`src/rtl/chess_pkg.sv`:
```
// Shared chess encodings: cell layout, piece codes and straight-line scan directions.
// Used by the board scanners and their steppers.
package chess_pkg;

    localparam int CELL_W    = 4;
    localparam int PIECE_W   = 3;
    localparam int COLOR_BIT = 3;

    typedef enum logic [PIECE_W-1:0] {
        PIECE_EMPTY  = 3'd0,
        PIECE_PAWN   = 3'd1,
        PIECE_KNIGHT = 3'd2,
        PIECE_BISHOP = 3'd3,
        PIECE_ROOK   = 3'd4,
        PIECE_QUEEN  = 3'd5,
        PIECE_KING   = 3'd6
    } piece_e;

    // pos = col*8 + row; UP/DOWN move along the row, LEFT/RIGHT along the column.
    typedef enum logic [1:0] {
        DIR_UP    = 2'd0,
        DIR_LEFT  = 2'd1,
        DIR_RIGHT = 2'd2,
        DIR_DOWN  = 2'd3
    } dir_e;

    function automatic logic is_straight_slider(input logic [PIECE_W-1:0] piece);
        return (piece == PIECE_ROOK) || (piece == PIECE_QUEEN);
    endfunction

endpackage

```
`src/rtl/square_stepper.sv`:
```
// Combinational one-square step on an 8x8 board; flags steps that would leave the board.
module square_stepper
    import chess_pkg::*;
(
    input  logic [5:0] i_pos,
    input  logic [1:0] i_dir,
    output logic [5:0] o_next_pos,
    output logic       o_off_board
);

    logic [2:0] w_row;
    logic [2:0] w_col;

    assign w_row = i_pos[2:0];
    assign w_col = i_pos[5:3];

    // NOTE: defaults first so every path assigns both outputs and no latch is inferred.
    always_comb begin
        o_next_pos  = i_pos;
        o_off_board = 1'b0;
        case (i_dir)
            DIR_UP: begin
                o_off_board = (w_row == 3'd0);
                o_next_pos  = {w_col, w_row - 3'd1};
            end
            DIR_LEFT: begin
                o_off_board = (w_col == 3'd0);
                o_next_pos  = {w_col - 3'd1, w_row};
            end
            DIR_RIGHT: begin
                o_off_board = (w_col == 3'd7);
                o_next_pos  = {w_col + 3'd1, w_row};
            end
            DIR_DOWN: begin
                o_off_board = (w_row == 3'd7);
                o_next_pos  = {w_col, w_row + 3'd1};
            end
        endcase
    end

endmodule

```
`src/rtl/straight_check_ctrl.sv`:
```
// Sequential rank/file check detector: walks UP, LEFT, RIGHT, DOWN from the king,
// one square per cycle, counting attacked directions and recording the first attacker.
module straight_check_ctrl
    import chess_pkg::*;
#(
    parameter int CELL_W = chess_pkg::CELL_W,
    parameter int NSQ    = 64
) (
    input  logic                  clk,
    input  logic                  rst_n,
    input  logic                  start,
    input  logic [CELL_W*NSQ-1:0] bigBoard,
    input  logic [5:0]            king_pos,
    input  logic                  king_color,
    output logic                  busy,
    output logic                  done,
    output logic                  check,
    output logic [5:0]            attacker_pos,
    output logic [1:0]            attacker_dir,
    output logic [2:0]            attack_count
);

    localparam logic [1:0] ST_IDLE = 2'd0;
    localparam logic [1:0] ST_SCAN = 2'd1;
    localparam logic [1:0] ST_DONE = 2'd2;

    logic [1:0]            r_state;
    logic [1:0]            r_dir;
    logic [5:0]            r_cursor;
    logic                  r_off;
    logic                  r_busy;
    logic                  r_done;
    logic                  r_check;
    logic [5:0]            r_att_pos;
    logic [1:0]            r_att_dir;
    logic [2:0]            r_att_cnt;
    logic [CELL_W*NSQ-1:0] r_board;
    logic [5:0]            r_king_pos;
    logic                  r_king_color;

    logic                  w_accept;
    logic [CELL_W-1:0]     w_cell;
    logic                  w_occupied;
    logic                  w_attack;
    logic                  w_dir_end;
    logic [5:0]            w_a_next;
    logic                  w_a_off;
    logic [5:0]            w_b_pos;
    logic [1:0]            w_b_dir;
    logic [5:0]            w_b_next;
    logic                  w_b_off;

    assign w_accept = (r_state == ST_IDLE) && start;

    // The cursor always points at the square to examine; r_off means the direction
    // has no square at all.  Stepper A looks one square past the cursor so a direction
    // ends on its last on-board square, stepper B pre-computes the next direction's first square.
    square_stepper u_step_cursor (
        .i_pos       (r_cursor),
        .i_dir       (r_dir),
        .o_next_pos  (w_a_next),
        .o_off_board (w_a_off)
    );

    always_comb begin
        w_b_pos = r_king_pos;
        w_b_dir = r_dir + 2'd1;
        if (r_state == ST_IDLE) begin
            w_b_pos = king_pos;
            w_b_dir = DIR_UP;
        end
    end

    square_stepper u_step_dir (
        .i_pos       (w_b_pos),
        .i_dir       (w_b_dir),
        .o_next_pos  (w_b_next),
        .o_off_board (w_b_off)
    );

    assign w_cell     = r_board[int'(r_cursor)*CELL_W +: CELL_W];
    assign w_occupied = (w_cell[PIECE_W-1:0] != PIECE_EMPTY);
    assign w_attack   = (r_state == ST_SCAN) && !r_off
                      && is_straight_slider(w_cell[PIECE_W-1:0])
                      && (w_cell[COLOR_BIT] != r_king_color);
    assign w_dir_end  = r_off || w_occupied || w_a_off;

    // NOTE: the latched board is pure datapath, only read while busy, so it carries no reset.
    always_ff @(posedge clk) begin
        if (w_accept) begin
            r_board      <= bigBoard;
            r_king_pos   <= king_pos;
            r_king_color <= king_color;
        end
    end

    // NOTE: all state uses non-blocking assignments so every register samples pre-edge values.
    always_ff @(posedge clk or negedge rst_n) begin
        if (!rst_n) begin
            r_state   <= ST_IDLE;
            r_dir     <= DIR_UP;
            r_cursor  <= '0;
            r_off     <= 1'b0;
            r_busy    <= 1'b0;
            r_done    <= 1'b0;
            r_check   <= 1'b0;
            r_att_pos <= '0;
            r_att_dir <= '0;
            r_att_cnt <= '0;
        end else begin
            r_done <= 1'b0;
            case (r_state)
                ST_IDLE: begin
                    if (start) begin
                        r_state   <= ST_SCAN;
                        r_busy    <= 1'b1;
                        r_check   <= 1'b0;
                        r_att_pos <= '0;
                        r_att_dir <= '0;
                        r_att_cnt <= '0;
                        r_dir     <= DIR_UP;
                        r_cursor  <= w_b_next;
                        r_off     <= w_b_off;
                    end
                end
                ST_SCAN: begin
                    if (w_attack) begin
                        r_att_cnt <= r_att_cnt + 3'd1;
                        if (!r_check) begin
                            r_check   <= 1'b1;
                            r_att_pos <= r_cursor;
                            r_att_dir <= r_dir;
                        end
                    end
                    if (!w_dir_end) begin
                        r_cursor <= w_a_next;
                    end else if (r_dir == DIR_DOWN) begin
                        r_state <= ST_DONE;
                        r_done  <= 1'b1;
                        r_busy  <= 1'b0;
                    end else begin
                        r_dir    <= r_dir + 2'd1;
                        r_cursor <= w_b_next;
                        r_off    <= w_b_off;
                    end
                end
                ST_DONE: r_state <= ST_IDLE;
                default: r_state <= ST_IDLE;
            endcase
        end
    end

    assign busy         = r_busy;
    assign done         = r_done;
    assign check        = r_check;
    assign attacker_pos = r_att_pos;
    assign attacker_dir = r_att_dir;
    assign attack_count = r_att_cnt;

endmodule

```
`config.mk`:
```
export PLATFORM = sky130hd
export DESIGN_NAME = straight_check_ctrl
export DESIGN_NICKNAME = d
export VERILOG_FILES = /design/src/rtl/chess_pkg.sv /design/src/rtl/square_stepper.sv /design/src/rtl/straight_check_ctrl.sv
export SDC_FILE = /design/constraint.sdc
export NUM_CORES = 1
export LEC_CHECK = 0
export ABC_AREA = 1
export CAP_MARGIN = 20
export CORE_MARGIN = 5
export CORE_UTILIZATION = 53
export CTS_BUF_LIST = sky130_fd_sc_hd__clkbuf_4 sky130_fd_sc_hd__clkbuf_8
export DETAILED_ROUTE_END_ITERATION = 7
export PLACE_DENSITY = 0.92
export SYNTH_ARGS = -nofsm -noshare
export SYNTH_HDL_FRONTEND = slang
export SYNTH_SLANG_ARGS = --single-unit
```
`constraint.sdc`:
```
create_clock -name clk -period 19.35 [get_ports clk]
set_input_delay 5.805 -clock clk [delete_from_list [all_inputs] [get_ports clk]]
set_output_delay 5.805 -clock clk [all_outputs]
set_load 0.02 [all_outputs]
```
==> metrics, run 1 <==
Clock Latency Late Sink 0.56 ns; PD cells 144.2 nW/µm²; gr usage total 26.10%; final hold vios 0; r2r worst-path depth 15; Max Freq 0.1225 GHz; Vias 9774; CP startpoint kind primary input; #FFs+latches synth 288; outcome complete, no violations; clk_skew 0.02135 ns; full die area 27120 µm²; Final setup viols 0; max-cap viol count 0; Core Box Area 23540 µm²; r2r startpoint r_cursor[0]; Syn Area/Cell 10.94 µm²; gp weighted congestion 0.8326; crit path DAT 8.33 ns; Clock Path Buffers 3; Routed WL 35570 µm; Ports 280; CTS Root Cell clkbuf_8; max-slew violations 0; synthesized cell area 12680 µm²; Clock transition at path regs 0.06 ns; sw frac 39.95%; hold_buf cts 0; row cnt 56; Post-DP HPWL 24300 µm; Final #Nets 1719; Syn Inst Count 1159; Setup TNS 0 ns; RSZ-0062 raised after global routing no; Clk pwr share 21.4%; share of cells above drive strength 1 8.022%; hold_sp attacker_pos[4]; Psw 0.9519 mW; total grt overflow 0; sequential share of power 37.8%; critical path endpoint category flop; Placement Cell Area 15560 µm²; CTS H-Tree Depth 2; period utilization 42.20%; sequential-to-total area share from yosys stat 67.21%; WHS Path Cells 2; Post-DRT Antenna Nets 0; critical-path maximum fanout 87; Synth cell types 37; Yosys warnings 0; minimum clock period 8.166 ns; CP startpoint start; number of global-route vias before repair 9990; wire length per cell 19.85 µm; CTS resizes 0; port bufs 279; largest net degree at the start of global routing 97; DRC viols 0; Worst Hold Class reg -> reg; postcts setup bufs 0; 1st-pass router iterations 7; Initial Utilization 53.86%; Comb power frac 40.8%; die height 164.7 µm; CTS Sinks 288; CTS Buf Count 46; cell internal pwr 1.431 mW; initial DRC count 922; Die Span X 164.7 µm; critical path data required time 19.51 ns; crit path kind in -> reg; Worst-Margin Slew 1.104 ns; slew margin rel. 26.43%; area growth from synthesis to layout 30.30%; post-route cell area 16520 µm²; initial antenna violation count 1; syn nets 1439; TritonCTS clock tree yes; first-pass GRT wire length 53450 µm; worst vdd ir 101.5 µV; P_leak 6.505 nW; vias per std cell 5.454
-- per-stage QoR --
step	std cells	setup WS (ns)	hold WS, ns	total power, mW	util (%)
after global routing	1791	11.11	0.5085	2.537	70.17
final	1792	11.18	0.4906	2.383	70.18
after CTS	1788	11.19	0.4866	2.379	69.93
after floorplan	1159	0.3505	0.4921	1.630	-
after detailed placement	1708	10.58	0.4723	1.864	66.11
after global placement	1708	10.70	0.4729	1.816	66.11
-- layout by cell type, fill, tap and decap left out, drive strengths merged --
| master | synthesis | routed |
|---|---|---|
| nand3b | 2 | 2 |
| dfrtp | 25 | 25 |
| nor4 | 2 | 2 |
| ha | 10 | 10 |
| xnor2 | 1 | 1 |
| bufinv | 0 | 1 |
| o21a | 1 | 1 |
| fa | 4 | 4 |
| clkinv | 4 | 17 |
| o221ai | 1 | 1 |
| diode | 0 | 2 |
| buf | 47 | 13 |
| inv | 96 | 96 |
| nand3 | 188 | 188 |
| clkdlybuf4s50 | 0 | 279 |
| or2 | 24 | 24 |
| clkbuf | 13 | 65 |
| xor2 | 4 | 4 |
| a21oi | 8 | 8 |
| nor2 | 91 | 91 |
| o211ai | 13 | 13 |
| nand2 | 297 | 297 |
| edfxtp | 263 | 263 |
| o41ai | 1 | 1 |
| o21ai | 52 | 52 |
| clkinvlp | 0 | 1 |
| nand4 | 10 | 10 |
| mux2i | 1 | 1 |
| nor3 | 1 | 1 |
-- worst max-delay path, cell delays in order --
cell and delay (ns):
clkdlybuf4s50_1 0.45, inv_1 0.07, nor2_4 0.09, buf_4 0.84, buf_4 0.96
-- worst paths after layout --
| kind | endpoint | slack (ns) |
|---|---|---|
| min in group asynchronous | attacker_pos[5] | 5.56 |
| max | r_board[27] | 11.18 |
| max reg2reg | r_off | 15.29 |
| min | attacker_pos[4] | 0.49 |
| max in group asynchronous | r_cursor[0] | 13.35 |
| min reg2reg | attacker_pos[4] | 0.49 |
-- synth_stat cells --
library cell,number,area share (%)
o221ai_1,1,0.069
clkinv_1,4,0.12
nand2_1,292,8.6
mux2i_1,1,0.079
o211ai_1,13,0.77
a21oi_1,8,0.32
inv_2,2,0.059
buf_6,15,1.3
o21a_1,1,0.059
nor2_1,87,2.6
nor2_2,2,0.099
edfxtp_1,263,62
o21ai_0,42,1.7
buf_1,1,0.030
inv_1,94,2.8
or2_1,8,0.39
nand2_4,2,0.18
nand3b_1,2,0.12
clkbuf_1,13,0.38
nand4_1,10,0.49
xnor2_1,1,0.069
o41ai_1,1,0.069
nor3_1,1,0.039
ha_1,10,0.99
o21ai_1,9,0.36
fa_1,4,0.63
or2_2,16,0.79
nor2_4,2,0.18
nand3_1,187,7.4
nor4_1,2,0.099
dfrtp_1,25,4.9
xor2_1,4,0.28
o21ai_2,1,0.069
nand2_2,3,0.15
nand3_2,1,0.079
buf_2,19,0.75
buf_4,12,0.71
-- power by group through the flow --
stage | clock network, mW | logic, mW | registers [mW]
after floorplan | 0 | 0.700 | 0.930
after CTS | 0.517 | 0.960 | 0.901
after detailed placement | 0 | 0.951 | 0.913
after global placement | 0 | 0.910 | 0.905
final | 0.510 | 0.971 | 0.901
after global routing | 0.548 | 1.08 | 0.912
-- registers in the layout, indices dropped and copies added (netlist names) --
name,count
r_state,2
attacker_pos,6
r_off,1
r_cursor,6
r_dir,2
done,1
attack_count,3
busy,1
attacker_dir,2
r_king_color,1
check,1
r_board,256
r_king_pos,6
-- per-layer routing --
layer	GRT usage [%]	share of wire, %
met1	32.33	37
met2	43.87	50
met3	5.515	9.0
met4	12.63	4.4
met5	0	0
-- area by class of cell --
| class | instances | area [µm²] |
|---|---|---|
| inverters | 100 | 376.6 |
| well taps | 319 | 399.1 |
| flip-flops and latches | 288 | 8529 |
| fillers | 1635 | 7019 |
| multi-input cells | 711 | 3383 |
| diodes | 2 | 5.005 |
| clock inverters | 15 | 98.84 |
| repair buffers | 292 | 2930 |
| clock buffers | 65 | 800.8 |
-- logic make-up after synthesis --
group	Yosys count	share of synthesized area, %
compound gates	76	3.365
xor+xnor	5	0.3453
fa+ha+maj	14	1.618
buf+inv	160	6.167
flops	288	67.21
mux	1	0.07894
simple gates	615	21.21
Note: power is estimated with default switching activity, not from simulation.
==> run 2: changes to the inputs <==
clock period = 8.51 ns   (was 19.35 ns; I/O delays follow)
==> run 2 against run 1 <==
Net effect: setup slack got worse by 7.4 ns; clock skew up 0.0032 ns; die area did not move; critical path depth is 1 lower; cell count shrank 0.22%; clock-buffer cell count down 3; non-clock buffer count shrank 4.
==> metrics, run 2 (synthesis results as in run 1) <==
outcome complete, no violations; CTS Buf Count 46 (unchanged); Worst Hold Class reg -> reg; gp weighted congestion 0.8551 (+2.7%); hold_buf cts 0 (unchanged); filler cell count in the final layout 1625 (-0.61%); Initial Utilization 53.86% (unchanged); P_leak 6.470 nW (-0.54%); Post-DP HPWL 24400 µm (+0.41%); clk_skew 0.02453 ns (+0.003172 ns); Core Box Area 23540 µm² (unchanged); Comb power frac 39.8% (-1.0 points); Max Freq 0.2102 GHz; most frequent cells in the layout nand2_1, clkdlybuf4s50_1, edfxtp_1; CTS resizes 0 (unchanged); 1st-pass router iterations 5 (-2); crit path kind in -> reg; Routed WL 35460 µm (-0.30%); share of cells above drive strength 1 7.566% (-0.46 points); Die Span X 164.7 µm (unchanged); initial DRC count 958 (+3.9%); critical-path maximum fanout 85 (-2.3%); max-cap viol count 0 (unchanged); max FFs per register 256 (unchanged); gr usage total 25.99% (-0.11 points); post-route cell area 16470 µm² (-0.30%); sw frac 39.87% (-0.071 points); die height 164.7 µm (unchanged); first-pass GRT wire length 53510 µm (+0.10%); Psw 2.151 mW (+130%); row cnt 56 (unchanged); number of global-route vias before repair 9929 (-0.61%); period utilization 55.92%; Final setup viols 0 (unchanged); critical path data required time 8.66 ns (-10.85 ns); area growth from synthesis to layout 29.91%; Worst-Margin Slew 1.121 ns (+0.01721 ns); RSZ-0062 raised after global routing no; Slowest-stage cell, CP buf_4; CTS H-Tree Depth 2 (unchanged); sequential share of power 38.7% (+0.9 points); critical path endpoint category flop; most flop-heavy register r_board; Placement Cell Area 15550 µm² (about the same); postcts setup bufs 0 (unchanged); minimum clock period 4.758 ns; max-slew violations 0 (unchanged); Final #Nets 1715 (-0.23%); DRC viols 0 (unchanged); final hold vios 0 (unchanged); Clock Latency Late Sink 0.56 ns (about the same); Cell Chain, Critical Path clkdlybuf4s50_1 -> inv_1 -> nor2_4 -> buf_4; commonest non-fill, non-tap cell in the layout nand2_1; full die area 27120 µm² (unchanged); Ports 280 (unchanged); port bufs 279 (unchanged); total grt overflow 0 (unchanged); CP startpoint kind primary input; initial antenna violation count 2 (+1); Setup TNS 0 ns (unchanged); slowest stage delay, CP 0.94 ns (-0.02 ns); cell internal pwr 3.243 mW (+130%); Vias 9607 (-1.7%); Clk pwr share 21.6% (+0.2 points); wire length per cell 19.83 µm (about the same); Clock transition at path regs 0.07 ns (about the same); vias per std cell 5.373 (-1.5%); Post-DRT Antenna Nets 0 (unchanged); CTS Root Cell clkbuf_8; CTS Sinks 288 (unchanged); worst vdd ir 210.9 µV (+110%); crit path DAT 4.91 ns (-3.42 ns); largest net degree at the start of global routing 147 (+52%); TritonCTS clock tree yes; Clock Path Buffers 3 (unchanged); slew margin rel. 25.28% (-1.1 points); PD cells 327.4 nW/µm² (+130%)
## run 2: cell types whose count changed in the layout (fill, tap and decap cells not counted), sizes merged
cell    change
clkinv      +2
clkbuf      -3
bufinv      +1
buf         -4
## run 2: through the flow
stage	utilization [%]	setup slack [ns]	hold slack [ns]	std cells	power, mW
finish	69.97	3.752	0.4974	1788	5.393
global route	69.97	3.685	0.5177	1788	5.749
CTS	69.89	3.822	0.4940	1785	5.403
global placement	66.07	3.330	0.4676	1705	4.130
floorplan	-	0.8699	0.4921	1159	3.621
detailed placement	66.07	3.253	0.4785	1705	4.235
## run 2: per-layer routing
layer  GRT usage [%]  vias to the layer above  share of wire [%]
met4           10.62                        0                3.9
met2           45.21                      495                 51
met3           4.642                       94                7.7
met5               0                        -                  0
met1           32.24                     4524                 37
li1                -                     4494                  -
## run 2: layout make-up
cell class	count	area, µm²	share of cell area [%]
Clock inverter	18	146.4	0.8887
Sequential cell	288	8529	51.78
Inverter	100	376.6	2.286
Multi-Input combinational cell	711	3383	20.54
Tap cell	319	399.1	2.423
Clock buffer	62	753.2	4.572
Timing Repair Buffer	288	2880	17.48
Antenna cell	2	5.005	0.03038
## run 2: path summary, 6_finish.rpt
kind	startpoint	to	slack, ns	cells after the start
min reg2reg	attacker_pos[2]	attacker_pos[2]	0.50	2
min in group asynchronous	rst_n	attacker_pos[3]	2.34	1
max reg2reg	r_cursor[0]	attacker_pos[3]	4.68	17
max in group asynchronous	rst_n	r_cursor[0]	5.67	2
min	attacker_pos[2]	attacker_pos[2]	0.50	2
max	start	r_board[172]	3.75	4
## run 2: power by group through the flow
stage | registers, mW | logic (mW) | clock network (mW)
floorplan | 2.03 | 1.59 | 0
global placement | 2.09 | 2.04 | 0
detailed placement | 2.11 | 2.13 | 0
CTS | 2.08 | 2.14 | 1.18
global route | 2.11 | 2.38 | 1.26
finish | 2.09 | 2.14 | 1.16
## run 2: worst max-delay path: cells and delay by family
kind / cells / cell delay, ns
simple gates: 1 / 0.81
buf+inv: 3 / 1.47
